<file path="config.mk">
export PLATFORM = sky130hd
export DESIGN_NAME = cron_ctrl
export DESIGN_NICKNAME = d
export VERILOG_FILES = /design/src/rtl/cron_ctrl.sv
export SDC_FILE = /design/constraint.sdc
export NUM_CORES = 1
export LEC_CHECK = 0
export BUFFER_PORTS_ARGS = -buffer_cell sky130_fd_sc_hd__buf_2
export CAP_MARGIN = 20
export CORE_ASPECT_RATIO = 0.9
export CORE_UTILIZATION = 45
export CTS_BUF_LIST = sky130_fd_sc_hd__clkbuf_8
export CTS_CLUSTER_DIAMETER = 50
export DETAILED_ROUTE_END_ITERATION = 8
export GPL_TIMING_DRIVEN = 0
export PLACE_DENSITY = 0.72
export SYNTH_ARGS = -nofsm -noshare
export SYNTH_HDL_FRONTEND = slang
export SYNTH_SLANG_ARGS = --single-unit
export TNS_END_PERCENT = 5
</file>
<file path="constraint.sdc">
create_clock -name clk -period 2.15 [get_ports clk]
set_clock_uncertainty 0.05 [all_clocks]
set_input_delay 0.43 -clock clk [delete_from_list [all_inputs] [get_ports clk]]
set_output_delay 0.43 -clock clk [all_outputs]
set_load 0.005 [all_outputs]
</file>
<file path="src/rtl/cron_ctrl.sv">
// cron_ctrl: stopwatch control -- debounced start/stop and lap/reset buttons
// drive a 4-state FSM that gates the counter, freezes lap values and tracks overflow.
module cron_ctrl #(
    parameter int DEB_CYCLES = 500000
) (
    input  logic       clk,
    input  logic       rst_n,
    input  logic       btn_ss,
    input  logic       btn_lr,
    input  logic [9:0] q,
    input  logic       tick_1s,
    output logic       run,
    output logic       cnt_clr,
    output logic [9:0] disp,
    output logic       lap_active,
    output logic       ovf,
    output logic [1:0] state
);
    localparam int CW = $clog2(DEB_CYCLES + 1);

    typedef enum logic [1:0] {IDLE = 2'b00, RUN = 2'b01, PAUSE = 2'b10, LAP = 2'b11} state_t;

    logic [1:0]    sync1_q, sync2_q, lvl_q, lvl_prev_q, ev;
    logic [CW-1:0] cnt_q [2];
    state_t        state_q, state_d;
    logic [9:0]    lap_q, lap_d;
    logic          clr_q, clr_d, ovf_q;
    logic          ss_ev, lr_ev;

    // bit 0 = start/stop, bit 1 = lap/reset
    always_ff @(posedge clk or negedge rst_n) begin
        if (!rst_n) begin
            sync1_q    <= '0;
            sync2_q    <= '0;
            lvl_q      <= '0;
            lvl_prev_q <= '0;
            for (int i = 0; i < 2; i++) cnt_q[i] <= '0;
        end else begin
            sync1_q    <= {btn_lr, btn_ss};
            sync2_q    <= sync1_q;
            lvl_prev_q <= lvl_q;
            for (int i = 0; i < 2; i++) begin
                if (sync2_q[i] == lvl_q[i]) begin
                    cnt_q[i] <= '0;
                end else if (cnt_q[i] == CW'(DEB_CYCLES - 1)) begin
                    cnt_q[i] <= '0;
                    lvl_q[i] <= ~lvl_q[i];
                end else begin
                    cnt_q[i] <= cnt_q[i] + CW'(1);
                end
            end
        end
    end

    assign ev    = lvl_q & ~lvl_prev_q;
    assign ss_ev = ev[0];
    assign lr_ev = ev[1];

    // start/stop wins over a same-cycle lap/reset press
    always_comb begin
        state_d = state_q;
        lap_d   = lap_q;
        clr_d   = 1'b0;
        case (state_q)
            IDLE: begin
                if (ss_ev)      state_d = RUN;
                else if (lr_ev) clr_d = 1'b1;
            end
            RUN: begin
                if (ss_ev) begin
                    state_d = PAUSE;
                end else if (lr_ev) begin
                    lap_d   = q;
                    state_d = LAP;
                end
            end
            LAP: begin
                if (ss_ev)      state_d = PAUSE;
                else if (lr_ev) lap_d = q;
            end
            default: begin
                if (ss_ev) begin
                    state_d = RUN;
                end else if (lr_ev) begin
                    clr_d   = 1'b1;
                    state_d = IDLE;
                end
            end
        endcase
    end

    always_ff @(posedge clk or negedge rst_n) begin
        if (!rst_n) begin
            state_q <= IDLE;
            lap_q   <= '0;
            clr_q   <= 1'b0;
            ovf_q   <= 1'b0;
        end else begin
            state_q <= state_d;
            lap_q   <= lap_d;
            clr_q   <= clr_d;
            if (clr_d)                            ovf_q <= 1'b0;
            else if (run && tick_1s && q == 10'd999) ovf_q <= 1'b1;
        end
    end

    assign run        = (state_q == RUN) || (state_q == LAP);
    assign lap_active = (state_q == LAP);
    assign disp       = lap_active ? lap_q : q;
    assign cnt_clr    = clr_q;
    assign ovf        = ovf_q;
    assign state      = state_q;
endmodule

</file>
==> results of run 1 <==
## cell usage after synthesis, types with 6 or more instances
cell type | n | area share
mux2_2 | 23 | 0.091
xnor2_1 | 11 | 0.034
or3_1 | 6 | 0.013
nand4_1 | 10 | 0.022
xor2_1 | 15 | 0.046
dfrtp_1 | 60 | 0.53
nor2_1 | 30 | 0.040
o21ai_0 | 6 | 0.011
nand2_1 | 15 | 0.020
o31ai_1 | 6 | 0.016
nand3_1 | 11 | 0.019
a21oi_1 | 11 | 0.019
or4_1 | 8 | 0.021
inv_1 | 7 | 0.0093
## worst max-delay path by stage
stage          startpoint  depth (start not counted)         to  slack [ns]
2_1_floorplan    cnt_q[9]                          4   lvl_q[1]        0.11
3_3_place_gp    cnt_q[34]                          5  cnt_q[26]       -0.10
3_5_place_dp    cnt_q[34]                          5  cnt_q[26]       -0.14
4_1_cts          cnt_q[7]                          5   cnt_q[5]       -0.02
5_1_grt          cnt_q[7]                          5   cnt_q[5]       -0.07
6_report         cnt_q[7]                          5   cnt_q[5]      -0.007
## area by class of cell
type / instances / area [µm²]
Buffer: 8 / 52.55
Clock buffer: 9 / 123.9
Clock inverter: 7 / 125.1
Fill cell: 519 / 2691
Inverter: 7 / 26.28
Multi-Input combinational cell: 183 / 1290
Sequential cell: 60 / 1504
Tap cell: 87 / 108.9
Timing Repair Buffer: 34 / 192.7
## registers in the layout, indices dropped and copies added, names as in the netlist
| signal | count |
|---|---|
| lap_q | 10 |
| lvl_q | 2 |
| cnt_clr | 1 |
| state | 2 |
| ovf | 1 |
| sync2_q | 2 |
| cnt_q | 38 |
| lvl_prev_q | 2 |
| sync1_q | 2 |
## metrics by stage
| step | area [µm²] | worst slack (ns) | instances |
|---|---|---|---|
| 6_report | 3423 | -0.007195 | 395 |
| 5_1_grt | 3423 | -0.06541 | 395 |
| 4_1_cts | 3386 | -0.01504 | 392 |
| 3_5_place_dp | 3114 | -0.1427 | 376 |
| 3_3_place_gp | 3094 | -0.1045 | 375 |
| 2_1_floorplan | 2835 | 0.1081 | 258 |
## critical path, delay by kind of cell (launching register included)
kind                   cells  cell delay [ns]
buffers and inverters      1             0.18
DFF                        1             0.41
and+or+nand+nor            3             1.13
AOI/OAI and AO/OA          1             0.27
## what timing repair did
item,4_1_cts,5_1_grt
pin swaps,5,1
cloned,0,0
endpoints found under the setup margin,30,32
gates resized for setup,6,7
setup buffers,0,3
## cell families after synthesis
group | after synthesis
simple gates | 107
flops | 60
xor+xnor | 26
compound gates | 25
mux | 23
buf+inv | 15
fa+ha+maj | 2
## placed cells by master (no fill, tap or decap), drive strengths merged
cell / n
dfrtp: 60
buf: 39
nor2: 30
mux2: 23
xor2: 15
nand2: 15
nand3: 12
clkbuf: 12
a21oi: 11
xnor2: 11
nand4: 11
or4: 9
inv: 7
o31ai: 7
o21ai: 7
or3: 7
and4: 4
nor3: 4
clkinv: 4
nor4: 3
bufinv: 3
and3: 2
and2: 2
nand4b: 2
ha: 2
or3b: 1
or4bb: 1
and4bb: 1
or4b: 1
nand2b: 1
nor2b: 1
## metal layers
| layer | up-vias | global-route usage | share of wire |
|---|---|---|---|
| li1 | 1018 | - | - |
| met1 | 993 | 0.2180 | 0.50 |
| met2 | 50 | 0.2592 | 0.44 |
| met3 | 8 | 0.05705 | 0.048 |
| met4 | 0 | 0.07667 | 0.014 |
| met5 | - | 0 | 0 |
## where the power goes
group	total (mW)	switching [mW]	internal [mW]	leakage, nW
combinational	0.113	0.0621	0.0504	0.560
sequential	1.17	0.0159	1.15	0.798
clock	1.23	0.451	0.777	0.124
==> flow_summary.json, run 1 <==
{
  "final_core_util": 0.5599,
  "cts_hold_buf": 0,
  "cp.required_ns": 2.32,
  "dieArea_um2": 6622,
  "grt_pass1_wl_um": 8680,
  "wl_per_cell_um": 12.90,
  "clock-sinks": 60,
  "grt_pass1_vias": 1976,
  "port_buffers": 30,
  "grt_setup_unrepaired": "yes",
  "cts-root-buf": "clkbuf_8",
  "dp_hpwl_um": 3490,
  "routed_wl_um": 5095,
  "slowest_stage": "or4_4",
  "netlist_area_um2": 2835,
  "cts_buffers": 9,
  "ys_seq_elements": 60,
  "finalSetupViolCount": 7,
  "nets": 320,
  "synthMuxAreaShare": 0.09135,
  "r2r_cells": 5,
  "synthesis.nets": 275,
  "timing.rr.start": "cnt_q[7]",
  "hold_path_class": "primary input to asynchronous set/reset pin",
  "setup_tns_ns": -0.02922,
  "cts.clk_slew.worst_paths_ns": 0.07,
  "synth-compound-area-share": 0.05605,
  "die_h_um": 77.30,
  "drt_iter0_markers": 66,
  "reg2reg_to": "cnt_q[5]",
  "worst_pin_slew_ns": 0.5386,
  "power_leakage_nw": 1.481,
  "yosysWarnings": 0,
  "antenna_left": 0,
  "status": "complete, but fails checks",
  "worstPathMaxFanout": 10,
  "rows": 27,
  "p_per_area_nw_per_um2": 732.3,
  "gp_congestion": 0.8081,
  "clk_latency_ns": 0.34,
  "synth_top_family_by_area": "simple AND/OR/NAND/NOR gates",
  "grt_overflow": 0,
  "fmaxAchievable_ghz": 0.4636,
  "grt_antenna_before_repair": 0,
  "timing_hold_violations_final": 0,
  "power_mw": 2.507,
  "syn_avg_cell_area_um2": 10.99,
  "crit_arrival_ns": 2.33,
  "post-route-drc-count": 0,
  "synth-async-reset-ratio": 1.000,
  "start_util": 0.4637,
  "synth_xor_area_frac": 0.08032,
  "r2r_slack_ns": -0.007,
  "setup_ws_ns": -0.007195,
  "crit_path_end_kind": "register",
  "crit_chain": "or4_1, or4_4, o21ai_4, buf_6, nor2_1",
  "period_share": 1.003,
  "ir_drop_mv": 0.2733,
  "dr.pass1.iters": 4,
  "synth_adder_area_share": 0.008826,
  "critical_path.max_stage_delay_ns": 0.55,
  "holdWs_ns": 0.01895,
  "drive_above_1_share": 0.2955,
  "grtUsageTotal": 0.1696,
  "core_um2": 6115,
  "period_minus_slack_ns": 2.157,
  "die_x_um": 85.67,
  "cts_tree": "done",
  "ys.flop_type": "dfrtp_1",
  "synth_edf_count": 0,
  "yosysSeqAreaShare": 0.5296,
  "critical_path_class": "register to register",
  "startpoint_type": "register",
  "violations": "negative setup slack",
  "finalMaxSlewViolations": 0,
  "ctsLongestPathBuffers": 2,
  "area_delta_synth_final_pct": 20.74,
  "cap_violations": 0,
  "htreeDepth": 3,
  "ios": 31,
  "relSlewSlack": 0.6409,
  "yosys.area_share.simple": 0.2105,
  "antenna_cells": 0,
  "yosysUniqueCellTypes": 36,
  "num_vias": 2069,
  "avgViaCountPerCell": 5.238,
  "syn_inst": 258,
  "grt_max_degree": 39
}
No activity file was read; power rests on OpenSTA's default activity.
==> run 2, diff against run 1 <==
- PLACE_DENSITY: 0.72 -> 0.66
==> flow_summary.json, run 2 (same netlist as run 1, synthesis figures left out) <==
{
  "routed_wl_um": 5131,
  "die_x_um": 85.67,
  "worst_pin_slew_ns": 0.6875,
  "antenna_cells": 0,
  "rows": 27,
  "dr.pass1.iters": 4,
  "post-route-drc-count": 0,
  "cap_violations": 0,
  "drt_iter0_markers": 88,
  "start_util": 0.4637,
  "fmaxAchievable_ghz": 0.4687,
  "cts.clk_slew.worst_paths_ns": 0.07,
  "cts-root-buf": "clkbuf_8",
  "cts_buffers": 9,
  "period_minus_slack_ns": 2.134,
  "htreeDepth": 3,
  "crit_arrival_ns": 2.34,
  "drive_above_1_share": 0.2908,
  "dp_cells": 376,
  "met1_usage": 0.2318,
  "status": "finished, final reports clean",
  "ios": 31,
  "port_buffers": 30,
  "startpoint_type": "register",
  "p_sw_mw": 0.4951,
  "largest_reg_flops": 38,
  "r2r_cells": 5,
  "p_seq_frac": 0.493,
  "nets": 318,
  "grt_setup_unrepaired": "yes",
  "power_leakage_nw": 1.463,
  "area_delta_synth_final_pct": 19.02,
  "multiInputGateArea_um2": 1285,
  "finalMaxSlewViolations": 0,
  "ctsLongestPathBuffers": 2,
  "cts_hold_buf": 0,
  "stdcell_count": 393,
  "power_mw": 2.370,
  "grt_use_met2": 0.2680,
  "fillers": 532,
  "grt_pass1_wl_um": 8949,
  "num_vias": 2055,
  "power.internal_mw": 1.875,
  "crit_path_end_kind": "register",
  "gp_congestion": 0.7708,
  "grtUsageTotal": 0.1749,
  "hold_path_class": "primary input to asynchronous set/reset pin",
  "worstPathMaxFanout": 6,
  "critical_path_class": "register to register",
  "p_per_area_nw_per_um2": 702.3,
  "antenna_left": 0,
  "finalSetupViolCount": 0,
  "final_core_util": 0.5519,
  "mostFrequentLayoutCells": "dfrtp_1, buf_2, nor2_1",
  "cp.required_ns": 2.35,
  "timing_hold_violations_final": 0,
  "grt_max_degree": 32,
  "final_common_cell": "dfrtp_1",
  "wl_per_cell_um": 13.06,
  "dp_hpwl_um": 3575,
  "die_h_um": 77.30,
  "grt_pass1_vias": 1959,
  "busiest_layer": "met2",
  "clk_latency_ns": 0.33,
  "largest-register": "cnt_q",
  "relSlewSlack": 0.5417,
  "ir_drop_mv": 0.3624,
  "netSwitchingFraction": 0.2089,
  "cts_tree": "done",
  "core_um2": 6115,
  "seq_area_um2": 1505,
  "period_share": 0.9924,
  "clock-sinks": 60,
  "dieArea_um2": 6622,
  "clkPwrFrac": 0.460,
  "grtUsageMet3": 0.06028,
  "grt_overflow": 0,
  "combPwrFrac": 0.046,
  "largestRegisters": "cnt_q x38, lap_q x10",
  "avgViaCountPerCell": 5.229,
  "grt_antenna_before_repair": 0
}
[run 2: layout make-up]
cell class | count | share of cell area
inverters | 7 | 0.007786
plain buffers | 8 | 0.01631
clock inverters | 6 | 0.02336
repair buffers | 32 | 0.05265
well taps | 87 | 0.03226
flip-flops and latches | 60 | 0.4460
multi-input cells | 183 | 0.3808
clock buffers | 10 | 0.04079
[run 2: layer usage]
metal | vias to the layer above | share of wire
li1 | 1012 | -
met1 | 1005 | 0.50
met2 | 35 | 0.45
met3 | 3 | 0.040
met4 | 0 | 0.0045
met5 | - | 0
[run 2: worst max-delay path, stage by stage (launching register included)]
cell     delay, ns
dfrtp_1       0.40
ha_2          0.23
nand4_1       0.26
or3_2         0.57
or4_1         0.40
a21oi_1       0.16
[run 2: final timing paths]
kind | from | to | slack (ns)
max in group asynchronous | rst_n | cnt_q[21] | 1.34
setup / recovery | cnt_q[19] | cnt_q[37] | 0.02
hold reg to reg | sync1_q[0] | sync2_q[0] | 0.30
hold / removal | rst_n | cnt_q[35] | 0.09
setup reg to reg | cnt_q[19] | cnt_q[37] | 0.02
min in group clk | btn_lr | sync1_q[1] | 0.16
[run 2: metrics by stage]
step           hold WS [ns]  TNS [ns]  instance area (µm²)  setup WS (ns)
6_report            0.08938         0                 3374        0.01640
5_1_grt              0.1353   -0.2701                 3374       -0.05019
4_1_cts              0.1029   -0.2984                 3357       -0.03521
3_5_place_dp         0.2863    -1.718                 3114        -0.1273
3_3_place_gp         0.2858    -1.760                 3094        -0.1304
2_1_floorplan       0.08441         0                 2835         0.1081
[run 2: power groups by stage]
stage               Combinational, mW  Sequential, mW  Clock [mW]
floorplan                      0.0491            1.18           0
global placement                0.104            1.19           0
detailed placement              0.110            1.19           0
CTS                             0.112            1.17        1.13
global route                    0.127            1.17        1.18
finish                          0.110            1.17        1.09
[run 2: what timing repair did]
| item | CTS | global route |
|---|---|---|
| endpoints found under the setup margin | 31 | 33 |
| setup buffers | 0 | 1 |
| pin swaps | 2 | 1 |
| gates cloned | 0 | 0 |
| gates resized for setup | 7 | 8 |
==> run 3, diff against run 2 <==
- CTS_BUF_LIST: sky130_fd_sc_hd__clkbuf_8 -> sky130_fd_sc_hd__clkbuf_4
==> flow_summary.json, run 3 (same netlist as run 1, synthesis figures left out) <==
{
  "start_util": 0.4637,
  "grt_overflow": 0,
  "ios": 31,
  "status": "finished, final reports clean",
  "setup_ws_ns": 0.02508,
  "largestRegisters": "cnt_q x38, lap_q x10",
  "crit_path_end_kind": "output pin",
  "grt_antenna_before_repair": 0,
  "core_um2": 6115,
  "place_ws_ns": -0.1273,
  "clkPwrFrac": 0.407,
  "cap_violations": 0,
  "whs_endpoint": "sync1_q[1]",
  "dpl_cell_area_um2": 3114,
  "p_per_area_nw_per_um2": 637.1,
  "final_core_util": 0.5551,
  "slowest_stage": "dfrtp_1",
  "grt_setup_unrepaired": "yes",
  "dieArea_um2": 6622,
  "netSwitchingFraction": 0.2233,
  "critical_path_class": "register to output pin",
  "grt_max_degree": 32,
  "crit_chain": "buf_8, nand2_4, clkbuf_16, mux2_2, buf_6",
  "stdcell_count": 396,
  "hold_path_class": "primary input to register",
  "startpoint_type": "register",
  "dp_hpwl_um": 3575,
  "cts_buffers": 9,
  "num_vias": 2085,
  "die_h_um": 77.30,
  "area_delta_synth_final_pct": 19.73,
  "rows": 27,
  "clk_latency_ns": 0.41,
  "critical_path.max_stage_delay_ns": 0.41,
  "antenna_cells": 0,
  "grtUsageTotal": 0.1784,
  "p_seq_frac": 0.539,
  "timing_hold_violations_final": 0,
  "drive_above_1_share": 0.2945,
  "htreeDepth": 3,
  "gp_congestion": 0.7708,
  "nets": 321,
  "timing.rr.start": "cnt_q[10]",
  "grt_pass1_vias": 1946,
  "wl_per_cell_um": 13.30,
  "fmaxAchievable_ghz": 0.4706,
  "power_leakage_nw": 1.496,
  "port_buffers": 30,
  "whs_path_depth": 1,
  "routed_wl_um": 5266,
  "post-route-drc-count": 0,
  "cp.required_ns": 1.67,
  "r2r_cells": 4,
  "avgViaCountPerCell": 5.265,
  "ctsLongestPathBuffers": 2,
  "finalSetupViolCount": 0,
  "design_area_um2": 3395,
  "cts_tree": "done",
  "relSlewSlack": 0.5430,
  "ir_drop_mv": 0.3880,
  "final_common_cell": "dfrtp_1",
  "antenna_left": 0,
  "finalMaxSlewViolations": 0,
  "r2r_slack_ns": 0.04,
  "largest_reg_flops": 38,
  "period_minus_slack_ns": 2.125,
  "mostFrequentLayoutCells": "dfrtp_1, nor2_1, buf_2",
  "cts.clk_slew.worst_paths_ns": 0.10,
  "clock-sinks": 60,
  "period_share": 0.9883,
  "p_sw_mw": 0.4830,
  "dr.pass1.iters": 4,
  "worstPathMaxFanout": 10,
  "hold_start": "btn_lr",
  "power.internal_mw": 1.680,
  "dp_cells": 376,
  "largest-register": "cnt_q",
  "combPwrFrac": 0.054,
  "reg2reg_to": "lvl_q[1]",
  "die_x_um": 85.67,
  "crit_arrival_ns": 1.64,
  "grt_pass1_wl_um": 8970,
  "worst_pin_slew_ns": 0.6856,
  "drt_iter0_markers": 71,
  "cts-root-buf": "clkbuf_4"
}
## run 3: cell count changes in the layout (fill, tap and decap cells not counted), sizes merged
cell / before / now
clkbuf: 13 / 14
buf: 37 / 38
inv: 8 / 7
clkinv: 3 / 4
dlygate4sd3: 0 / 1
## run 3: metal layers
metal | track usage | part of all wire | wire length, µm | vias up
met5 | 0 | 0 | 0 | -
met4 | 0.08833 | 0.017 | 92 | 0
met3 | 0.06028 | 0.041 | 214 | 8
met2 | 0.2672 | 0.45 | 2375 | 37
met1 | 0.2306 | 0.49 | 2583 | 1028
li1 | - | - | - | 1012
## run 3: cell type report
cell class	count	area, µm²
Buffer	8	72.57
Inverter	7	26.28
Clock inverter	6	78.83
Clock buffer	10	75.07
Sequential cell	60	1505
Fill cell	518	2720
Timing Repair Buffer	35	215.2
Tap cell	87	108.9
Multi-Input combinational cell	183	1313
## run 3: what timing repair did
action,in CTS,in global routing
gates cloned,0,0
setup buffers,0,3
hold endpoints to repair,14,0
setup endpoints to repair,31,32
resized for setup,13,9
hold buffers,1,0
pin swaps,2,2
## run 3: stage by stage
| step | power (mW) | hold slack (ns) | TNS (ns) |
|---|---|---|---|
| after floorplan | 1.234 | 0.08441 | 0 |
| after global placement | 1.291 | 0.2858 | -1.760 |
| after detailed placement | 1.298 | 0.2863 | -1.718 |
| after CTS | 2.199 | 0.04410 | -0.3452 |
| after global routing | 2.263 | 0.05017 | -0.4031 |
| final | 2.163 | 0.08181 | 0 |
## run 3: worst max-delay path: cells and delay by family (launching register included)
| family | cells | cell delay, ns |
|---|---|---|
| multiplexers | 1 | 0.34 |
| buffers and inverters | 3 | 0.42 |
| AND/OR/NAND/NOR | 1 | 0.07 |
| flip-flops | 1 | 0.41 |
## run 3: how the worst max path moves through the flow
stage / startpoint / endpoint / cells past startpoint
6_report: state[0] / disp[2] / 5
5_1_grt: state[0] / disp[6] / 5
4_1_cts: cnt_q[10] / cnt_q[9] / 5
3_5_place_dp: cnt_q[34] / cnt_q[26] / 5
3_3_place_gp: cnt_q[34] / cnt_q[26] / 5
2_1_floorplan: cnt_q[9] / lvl_q[1] / 4
## run 3: power groups by stage
| stage | Combinational (mW) | Clock [mW] | Sequential, mW |
|---|---|---|---|
| after floorplan | 0.0491 | 0 | 1.18 |
| after CTS | 0.113 | 0.919 | 1.17 |
| after global placement | 0.104 | 0 | 1.19 |
| after detailed placement | 0.110 | 0 | 1.19 |
| final | 0.116 | 0.880 | 1.17 |
| after global routing | 0.132 | 0.961 | 1.17 |
